### config.mk
export PLATFORM = sky130hd
export DESIGN_NAME = usb_tx_sequencer
export DESIGN_NICKNAME = d
export VERILOG_FILES = /design/src/rtl/usb_tx_pkg.sv /design/src/rtl/usb_crc16.sv /design/src/rtl/usb_tx_sequencer.sv
export SDC_FILE = /design/constraint.sdc
export NUM_CORES = 1
export LEC_CHECK = 0
export BUFFER_PORTS_ARGS = -buffer_cell sky130_fd_sc_hd__buf_2
export CAP_MARGIN = 0
export CORE_MARGIN = 2
export CORE_UTILIZATION = 45
export CTS_CLUSTER_DIAMETER = 50
export DETAILED_ROUTE_END_ITERATION = 7
export PLACE_DENSITY = 0.67
export SYNTH_ARGS = -nofsm -noshare
export SYNTH_HDL_FRONTEND = slang
export SYNTH_SLANG_ARGS = --single-unit
### constraint.sdc
create_clock -name clk -period 2.1 [get_ports clk]
set_input_delay 0.105 -clock clk [delete_from_list [all_inputs] [get_ports clk]]
set_output_delay 0.105 -clock clk [all_outputs]
set_load 0.03 [all_outputs]
### src/rtl/usb_tx_pkg.sv
// rtl/usb_tx_pkg.sv - shared types and constants for the USB transmit sequencer
//
// Purpose: the sequencer state enum, the SYNC pattern, the CRC16 polynomial and
// seed, and a single-bit CRC16 step helper used by usb_crc16.
// The CRC state only exists when USB_TX_CRC16_EN is defined.
package usb_tx_pkg;

`ifdef USB_TX_CRC16_EN
    typedef enum logic [2:0] {
        IDLE   = 3'd0,
        SYNC   = 3'd1,
        DATA   = 3'd2,
        CRC    = 3'd3,
        EOP    = 3'd4,
        IDLE_J = 3'd5
    } tx_state_t;
`else
    typedef enum logic [2:0] {
        IDLE   = 3'd0,
        SYNC   = 3'd1,
        DATA   = 3'd2,
        EOP    = 3'd4,
        IDLE_J = 3'd5
    } tx_state_t;
`endif

    localparam logic [7:0]  SYNC_PATTERN = 8'h80;
    localparam logic [15:0] CRC16_POLY   = 16'h8005;
    localparam logic [15:0] CRC16_SEED   = 16'hFFFF;

    // One serial CRC16 step: feedback is the register MSB xor the incoming bit.
    function automatic logic [15:0] crc16_step(input logic [15:0] crc, input logic din);
        logic fb;
        fb = crc[15] ^ din;
        crc16_step = {crc[14:0], 1'b0} ^ (fb ? CRC16_POLY : 16'h0000);
    endfunction

endpackage

### src/rtl/usb_crc16.sv
// rtl/usb_crc16.sv - serial CRC16 accumulator, one bit per enable
//
// Ports:
//   clk, n_rst : clock and asynchronous active-low reset (register forced to 0)
//   init       : load CRC16_SEED (start of packet); has priority over en
//   en         : fold din into the CRC this cycle
//   din        : payload bit
//   crc        : current CRC register
module usb_crc16
    import usb_tx_pkg::*;
(
    input  logic        clk,
    input  logic        n_rst,
    input  logic        init,
    input  logic        en,
    input  logic        din,
    output logic [15:0] crc
);

    always_ff @(posedge clk or negedge n_rst) begin
        if (!n_rst) begin
            crc <= 16'h0000;
        end else if (init) begin
            crc <= CRC16_SEED;
        end else if (en) begin
            crc <= crc16_step(crc, din);
        end
    end

endmodule

### src/rtl/usb_tx_sequencer.sv
// rtl/usb_tx_sequencer.sv - USB packet transmit sequencer (SYNC, payload, optional CRC16, EOP, J)
//
// Optional feature: define USB_TX_CRC16_EN to append the inverted CRC16 of the
// payload (16 bits, LSB first) between the last data byte and EOP.
//
// Ports:
//   clk, n_rst     : system clock, asynchronous active-low reset
//   tx_start       : one-cycle packet request (ignored while busy)
//   tx_byte        : payload byte from upstream FIFO
//   tx_byte_valid  : tx_byte holds data
//   tx_last        : tx_byte is the final payload byte
//   tx_byte_ready  : byte accepted when valid and ready are both high
//   stuffing       : bit stuffer is inserting a bit this period (stall)
//   bit_strobe     : pulse on the last clock of every bit period
//   serial_out     : raw NRZ bit stream to the bit stuffer
//   eop            : SE0 request to the line driver
//   busy           : packet in progress
//   tx_done        : one-cycle completion pulse
//   tx_underrun    : sticky flag, packet aborted for lack of data
module usb_tx_sequencer
    import usb_tx_pkg::*;
#(
    parameter int CLKS_PER_BIT = 8
) (
    input  logic       clk,
    input  logic       n_rst,
    input  logic       tx_start,
    input  logic [7:0] tx_byte,
    input  logic       tx_byte_valid,
    input  logic       tx_last,
    output logic       tx_byte_ready,
    input  logic       stuffing,
    output logic       bit_strobe,
    output logic       serial_out,
    output logic       eop,
    output logic       busy,
    output logic       tx_done,
    output logic       tx_underrun
);

    localparam logic [7:0] CNT_MAX = 8'(CLKS_PER_BIT - 1);

    tx_state_t   state;
    tx_state_t   state_d;
    logic [7:0]  cnt;
    logic [3:0]  bit_idx;
    logic [15:0] sh;
    logic        last_byte;

    logic        honour_stuff;
    logic        adv;
    logic        last_bit;
    logic        go_sync;
    logic        shift;
    logic        tick;
    logic        take;
    logic        to_eop;
    logic        underrun_set;
    logic        to_j;
    logic        finish;
    logic        to_crc;

    assign bit_strobe = busy && (cnt == CNT_MAX);

    // A stuffed period freezes the bit position; EOP and J are not subject to it.
`ifdef USB_TX_CRC16_EN
    assign honour_stuff = (state == SYNC) || (state == DATA) || (state == CRC);
`else
    assign honour_stuff = (state == SYNC) || (state == DATA);
`endif
    assign adv = bit_strobe && !(stuffing && honour_stuff);

    // A byte is requested after SYNC and after every byte except the last one.
    assign tx_byte_ready = adv && last_bit &&
                           ((state == SYNC) || ((state == DATA) && !last_byte));

    always_ff @(posedge clk or negedge n_rst) begin
        if (!n_rst) begin
            state <= IDLE;
        end else begin
            state <= state_d;
        end
    end

    always_comb begin
        state_d      = state;
        last_bit     = 1'b0;
        go_sync      = 1'b0;
        shift        = 1'b0;
        tick         = 1'b0;
        take         = 1'b0;
        to_eop       = 1'b0;
        underrun_set = 1'b0;
        to_j         = 1'b0;
        finish       = 1'b0;
        to_crc       = 1'b0;
        case (state)
            IDLE: begin
                if (tx_start) begin
                    state_d = SYNC;
                    go_sync = 1'b1;
                end
            end
            SYNC, DATA: begin
                last_bit = (bit_idx == 4'd7);
                if (adv) begin
                    if (!last_bit) begin
                        shift = 1'b1;
                        tick  = 1'b1;
                    end else if ((state == DATA) && last_byte) begin
`ifdef USB_TX_CRC16_EN
                        state_d = CRC;
                        to_crc  = 1'b1;
`else
                        state_d = EOP;
                        to_eop  = 1'b1;
`endif
                    end else if (tx_byte_valid) begin
                        state_d = DATA;
                        take    = 1'b1;
                    end else begin
                        state_d      = EOP;
                        to_eop       = 1'b1;
                        underrun_set = 1'b1;
                    end
                end
            end
`ifdef USB_TX_CRC16_EN
            CRC: begin
                last_bit = (bit_idx == 4'd15);
                if (adv) begin
                    if (!last_bit) begin
                        shift = 1'b1;
                        tick  = 1'b1;
                    end else begin
                        state_d = EOP;
                        to_eop  = 1'b1;
                    end
                end
            end
`endif
            EOP: begin
                last_bit = (bit_idx == 4'd1);
                if (adv) begin
                    if (!last_bit) begin
                        tick = 1'b1;
                    end else begin
                        state_d = IDLE_J;
                        to_j    = 1'b1;
                    end
                end
            end
            IDLE_J: begin
                last_bit = 1'b1;
                if (adv) begin
                    state_d = IDLE;
                    finish  = 1'b1;
                end
            end
            default: begin
                state_d = IDLE;
            end
        endcase
    end

`ifdef USB_TX_CRC16_EN
    logic [15:0] crc;

    // Each payload bit is folded in when it is placed on serial_out, so the
    // register already covers the whole payload when CRC is entered.
    usb_crc16 u_crc16 (
        .clk   (clk),
        .n_rst (n_rst),
        .init  (go_sync),
        .en    (take || (shift && (state == DATA))),
        .din   (take ? tx_byte[0] : sh[1]),
        .crc   (crc)
    );
`endif

    always_ff @(posedge clk or negedge n_rst) begin
        if (!n_rst) begin
            cnt         <= 8'd0;
            bit_idx     <= 4'd0;
            sh          <= 16'h0000;
            last_byte   <= 1'b0;
            serial_out  <= 1'b1;
            eop         <= 1'b0;
            busy        <= 1'b0;
            tx_done     <= 1'b0;
            tx_underrun <= 1'b0;
        end else begin
            tx_done <= finish;

            if (!busy || (cnt == CNT_MAX)) begin
                cnt <= 8'd0;
            end else begin
                cnt <= cnt + 8'd1;
            end

            if (go_sync) begin
                busy        <= 1'b1;
                tx_underrun <= 1'b0;
                sh          <= {8'h00, SYNC_PATTERN};
                serial_out  <= SYNC_PATTERN[0];
                bit_idx     <= 4'd0;
                last_byte   <= 1'b0;
            end

            if (tick) begin
                bit_idx <= bit_idx + 4'd1;
            end

            if (shift) begin
                sh         <= sh >> 1;
                serial_out <= sh[1];
            end

            if (take) begin
                sh         <= {8'h00, tx_byte};
                serial_out <= tx_byte[0];
                bit_idx    <= 4'd0;
                last_byte  <= tx_last;
            end

`ifdef USB_TX_CRC16_EN
            if (to_crc) begin
                sh         <= ~crc;
                serial_out <= ~crc[0];
                bit_idx    <= 4'd0;
            end
`endif

            if (to_eop) begin
                serial_out <= 1'b0;
                eop        <= 1'b1;
                bit_idx    <= 4'd0;
                if (underrun_set) begin
                    tx_underrun <= 1'b1;
                end
            end

            if (to_j) begin
                serial_out <= 1'b1;
                eop        <= 1'b0;
            end

            if (finish) begin
                busy <= 1'b0;
            end
        end
    end

endmodule

==> run summary <==
In this run the biggest area consumer among cell types represents 40.7% of the synthesized area. The worst min-delay path class was in2reg. The critical path is of the reg2reg type.

Row generation in the floorplan step produced 22 rows. The critical path goes through ha_2 -> nor3b_2 -> nor4b_4 -> and4bb_4 -> nor3_4 -> a21o_1. After filler insertion, the fill cell instance count of the layout stands at 340. Ranked by instance count, the synthesized netlist is headed by sky130_fd_sc_hd__dfrtp_1, sky130_fd_sc_hd__nor2_1, sky130_fd_sc_hd__inv_1. The post-synth net total was 185; the mean instance size in the synthesized netlist was 9.88 sq um.

The most used flip-flop cell after synthesis is sky130_fd_sc_hd__dfrtp_1. The total wire length is 3340 microns. 21 I/O pins were placed. Buffers placed on the I/O ports in this run total 20. For this run, the register share of the synthesized area comes to 42.3%.

The tree is rooted in a sky130_fd_sc_hd__clkbuf_8. Number of synthesized register bits: 28. The finished layout holds 248 standard cells, fillers aside. The number of design-rule violations left by the first detailed-router iteration was 67; the clock buffer count from CTS was 3. The count of nets left with antenna violations once routing finished came out at 0. Summed over all cells, the static leakage comes to 1.02 nW.

The tools report the number of failing hold endpoints at the final stage as 0. The largest net degree at the start of global routing is 29. From synthesis to final layout, the design area changed by 18.5%. Headroom to the max-slew limit came out at 58.4%. The first-pass detailed-route iteration total came out at 4.

After floorplanning, the core was sized to cover 0.00361 sq mm. The achievable clock frequency is 507 MHz, and the proportion of layout cells with a drive suffix above 1 is 28.0%. Of all cell types, the one taking the most synthesized area is sky130_fd_sc_hd__dfrtp_1.

After detailed placement, the design holds a cell count of 241. Across all hold checks on the routed design, the worst slack comes to 0.0412 ns. Counting flops with an async set or reset pin after synthesis yields a share of 100%.

The initial utilization of the core area, before any placement, comes to 46.0%. At the worst endpoint, the arrival time is 2.19 ns. The tools report the worst clock skew on the final layout as 0.00214 ns.

For the total negative setup slack, the log shows 0 ns. The run finished with clean final reports. Dividing the detail-routed via count by the number of cells gives 5.49. After the last flow step, the layout net total stands at 218.

The tools report the critical path required time as 2.32 ns. From bottom edge to top edge, the die measures 64.7 microns. Summed over all layers, the global routing overflow is 0. The synthesized netlist occupies a cell area of 0.00166 sq mm.

The Yosys step of the flow raised 0 warnings. The die area came out at 0.00419 sq mm. After clock tree synthesis, the clock-pin slew on the worst setup and hold paths is 0.09 ns. Ranked by total cell area, the synthesized netlist is headed by sky130_fd_sc_hd__dfrtp_1, sky130_fd_sc_hd__nor2_1, sky130_fd_sc_hd__a21o_1, sky130_fd_sc_hd__a22o_1, sky130_fd_sc_hd__buf_6. Power density over the cells: 552 mW/mm^2. The post-detailed-route wirelength per cell works out to 13.5 microns. Detailed placement ended at an HPWL of 2500 microns. IR analysis of the VDD net gives a maximum drop of 0.236 mV. The tool flagged a number of max-cap violations equal to 0.

The critical path contains buffers and inverters numbering 0 combined. TritonCTS built the clock tree. The routability-driven placement congestion ratio was 0.833. The clock passes through at most 2 buffers. The horizontal die dimension was 64.7 microns. The count of endpoints failing setup in the final report is 0, and the via count of the first global-routing pass is 1,339. The category of cells accounting for the largest share of critical-path delay was simple AND/OR/NAND/NOR gates.

The number of antenna diodes in the final layout is 0. In the finished design, the share of the clock period the worst path needs comes to 93.9%. The clock drives 28 sinks. The run gives 1,362 as the total number of vias. The worst setup path is launched from a register.

For this run, design rule violations remaining after detail routing come to 0. The logs give 168 for the count of mapped cells out of synthesis and 47 for the number of unique standard cell types used by synthesis. For this run, the slowest stage of the critical path takes 0.44 ns.

The max-slew violation count was 0. For the number of levels in the clock H-tree, the log shows 1. For the pin with the worst max-slew slack, the measured transition is 0.625 ns. In the global route stage, overall resource usage came out at 17.5%. The count of flip-flops with a built-in enable after synthesis works out to 0. The first global-routing pass estimated 5840 microns of wire.

The insertion delay of the later-clocked pin in the worst-skew pair was 0.27 ns. Counting I/O delays and the setup requirement, the final critical path takes 1.97 ns. Along the worst path, the maximum fanout reaches 7.

The cell at the slowest stage of the critical path is sky130_fd_sc_hd__dfrtp_1. STA classifies the critical path endpoint as a register. The run gives 0 as the initial antenna violation count. The leading cell type by number of instances after synthesis was sky130_fd_sc_hd__dfrtp_1.
==> metrics by stage <==
step | util, % | total power [W] | setup WS [ns] | cell area (sq um)
global placement | 51.5 | 0.000757 | 0.131 | 1860
CTS | 53.3 | 0.00109 | 0.0101 | 1920
floorplan | - | 0.000701 | 0.0949 | 1660
finish | 54.6 | 0.00109 | 0.128 | 1970
global route | 54.6 | 0.00114 | -0.00777 | 1970
detailed placement | 51.5 | 0.000760 | 0.0395 | 1860
==> sequential cells by signal (all words and copies together), names as in the netlist <==
name and flops:
state 3, last_byte 1, serial_out 1, cnt 8
tx_done 1, tx_underrun 1, bit_idx 4, eop 1
sh 7, busy 1
==> worst register-to-register path, stage by stage (launching register included) <==
cell and delay [ns]:
sky130_fd_sc_hd__dfrtp_1 0.44, sky130_fd_sc_hd__ha_2 0.18, sky130_fd_sc_hd__nor3b_2 0.17, sky130_fd_sc_hd__nor4b_4 0.34
sky130_fd_sc_hd__and4bb_4 0.31, sky130_fd_sc_hd__nor3_4 0.30, sky130_fd_sc_hd__a21o_1 0.17
==> where the power goes <==
group | internal [W] | leakage, nW | total (W) | switching (W)
Clock | 0.000168 | 0.0288 | 0.000330 | 0.000162
Sequential | 0.000567 | 0.361 | 0.000592 | 0.0000244
Combinational | 0.0000726 | 0.634 | 0.000165 | 0.0000922
Total | 0.000808 | 1.02 | 0.00109 | 0.000279
==> repair_timing <==
action                                 CTS  global route
hold buffers                             1             0
endpoints found under the hold margin   27             0
gates resized for setup                  0             8
setup endpoints to repair                0             8
buffers inserted                         0             1
==> metal layers <==
layer	vias up	track usage [%]	wire length, microns
met5	-	0	0
met4	0	5.59	46
met3	6	3.30	160
met2	35	28.7	1560
met1	653	23.4	1570
li1	668	-	-
==> path summary, 6_finish.rpt <==
path                            startpoint         to  slack, ns  depth (start not counted)
min in group asynchronous            n_rst     cnt[4]       0.37                          2
worst min-delay path               tx_last  last_byte       0.04                          3
worst max-delay path            bit_idx[0]      sh[2]       0.13                          6
worst min register to register      cnt[0]     cnt[0]       0.46                          1
worst max register to register  bit_idx[0]      sh[2]       0.13                          6
max in group asynchronous            n_rst   state[1]       1.29                          2
==> area by class of cell <==
class / count / area (sq um) / share of cell area (%)
multi-input cells: 122 / 893 / 45.4
flip-flops and latches: 28 / 703 / 35.7
well taps: 48 / 60.1 / 3.05
repair buffers: 35 / 215 / 10.9
clock buffers: 4 / 55.1 / 2.80
inverters: 11 / 41.3 / 2.10
==> cell usage in the layout, fill, tap and decap left out, types with 2 or more instances in the layout <==
master | netlist | final
sky130_fd_sc_hd__and3_1 | 3 | 3
sky130_fd_sc_hd__nor2_1 | 22 | 22
sky130_fd_sc_hd__nor2b_1 | 3 | 3
sky130_fd_sc_hd__ha_2 | 0 | 2
sky130_fd_sc_hd__xor2_1 | 4 | 4
sky130_fd_sc_hd__inv_1 | 11 | 10
sky130_fd_sc_hd__a21o_1 | 9 | 9
sky130_fd_sc_hd__nand2b_1 | 4 | 4
sky130_fd_sc_hd__buf_4 | 0 | 14
sky130_fd_sc_hd__nor3_1 | 4 | 4
sky130_fd_sc_hd__a22o_1 | 7 | 7
sky130_fd_sc_hd__o21ai_0 | 5 | 5
sky130_fd_sc_hd__o31ai_1 | 2 | 2
sky130_fd_sc_hd__a211o_1 | 2 | 2
sky130_fd_sc_hd__o21ai_1 | 2 | 2
sky130_fd_sc_hd__o32ai_1 | 4 | 4
sky130_fd_sc_hd__nand3_1 | 6 | 6
sky130_fd_sc_hd__dfrtp_1 | 27 | 26
sky130_fd_sc_hd__clkbuf_8 | 0 | 4
sky130_fd_sc_hd__nand2_1 | 5 | 5
sky130_fd_sc_hd__xnor2_1 | 2 | 2
sky130_fd_sc_hd__buf_2 | 0 | 20
sky130_fd_sc_hd__and2_1 | 2 | 2
sky130_fd_sc_hd__nor3b_1 | 5 | 4
sky130_fd_sc_hd__nor3_4 | 2 | 2
sky130_fd_sc_hd__a21oi_1 | 3 | 3
==> cells by family after synthesis <==
logic type,Yosys count,synth area share [%]
AO/OA/AOI/OAI,44,20.3
adder cells (fa/ha/maj),3,2.26
flip-flops,28,42.3
AND/OR/NAND/NOR,67,24.9
XOR/XNOR,7,4.14
buffers and inverters,19,6.18
(Power assumes the default switching activity.)
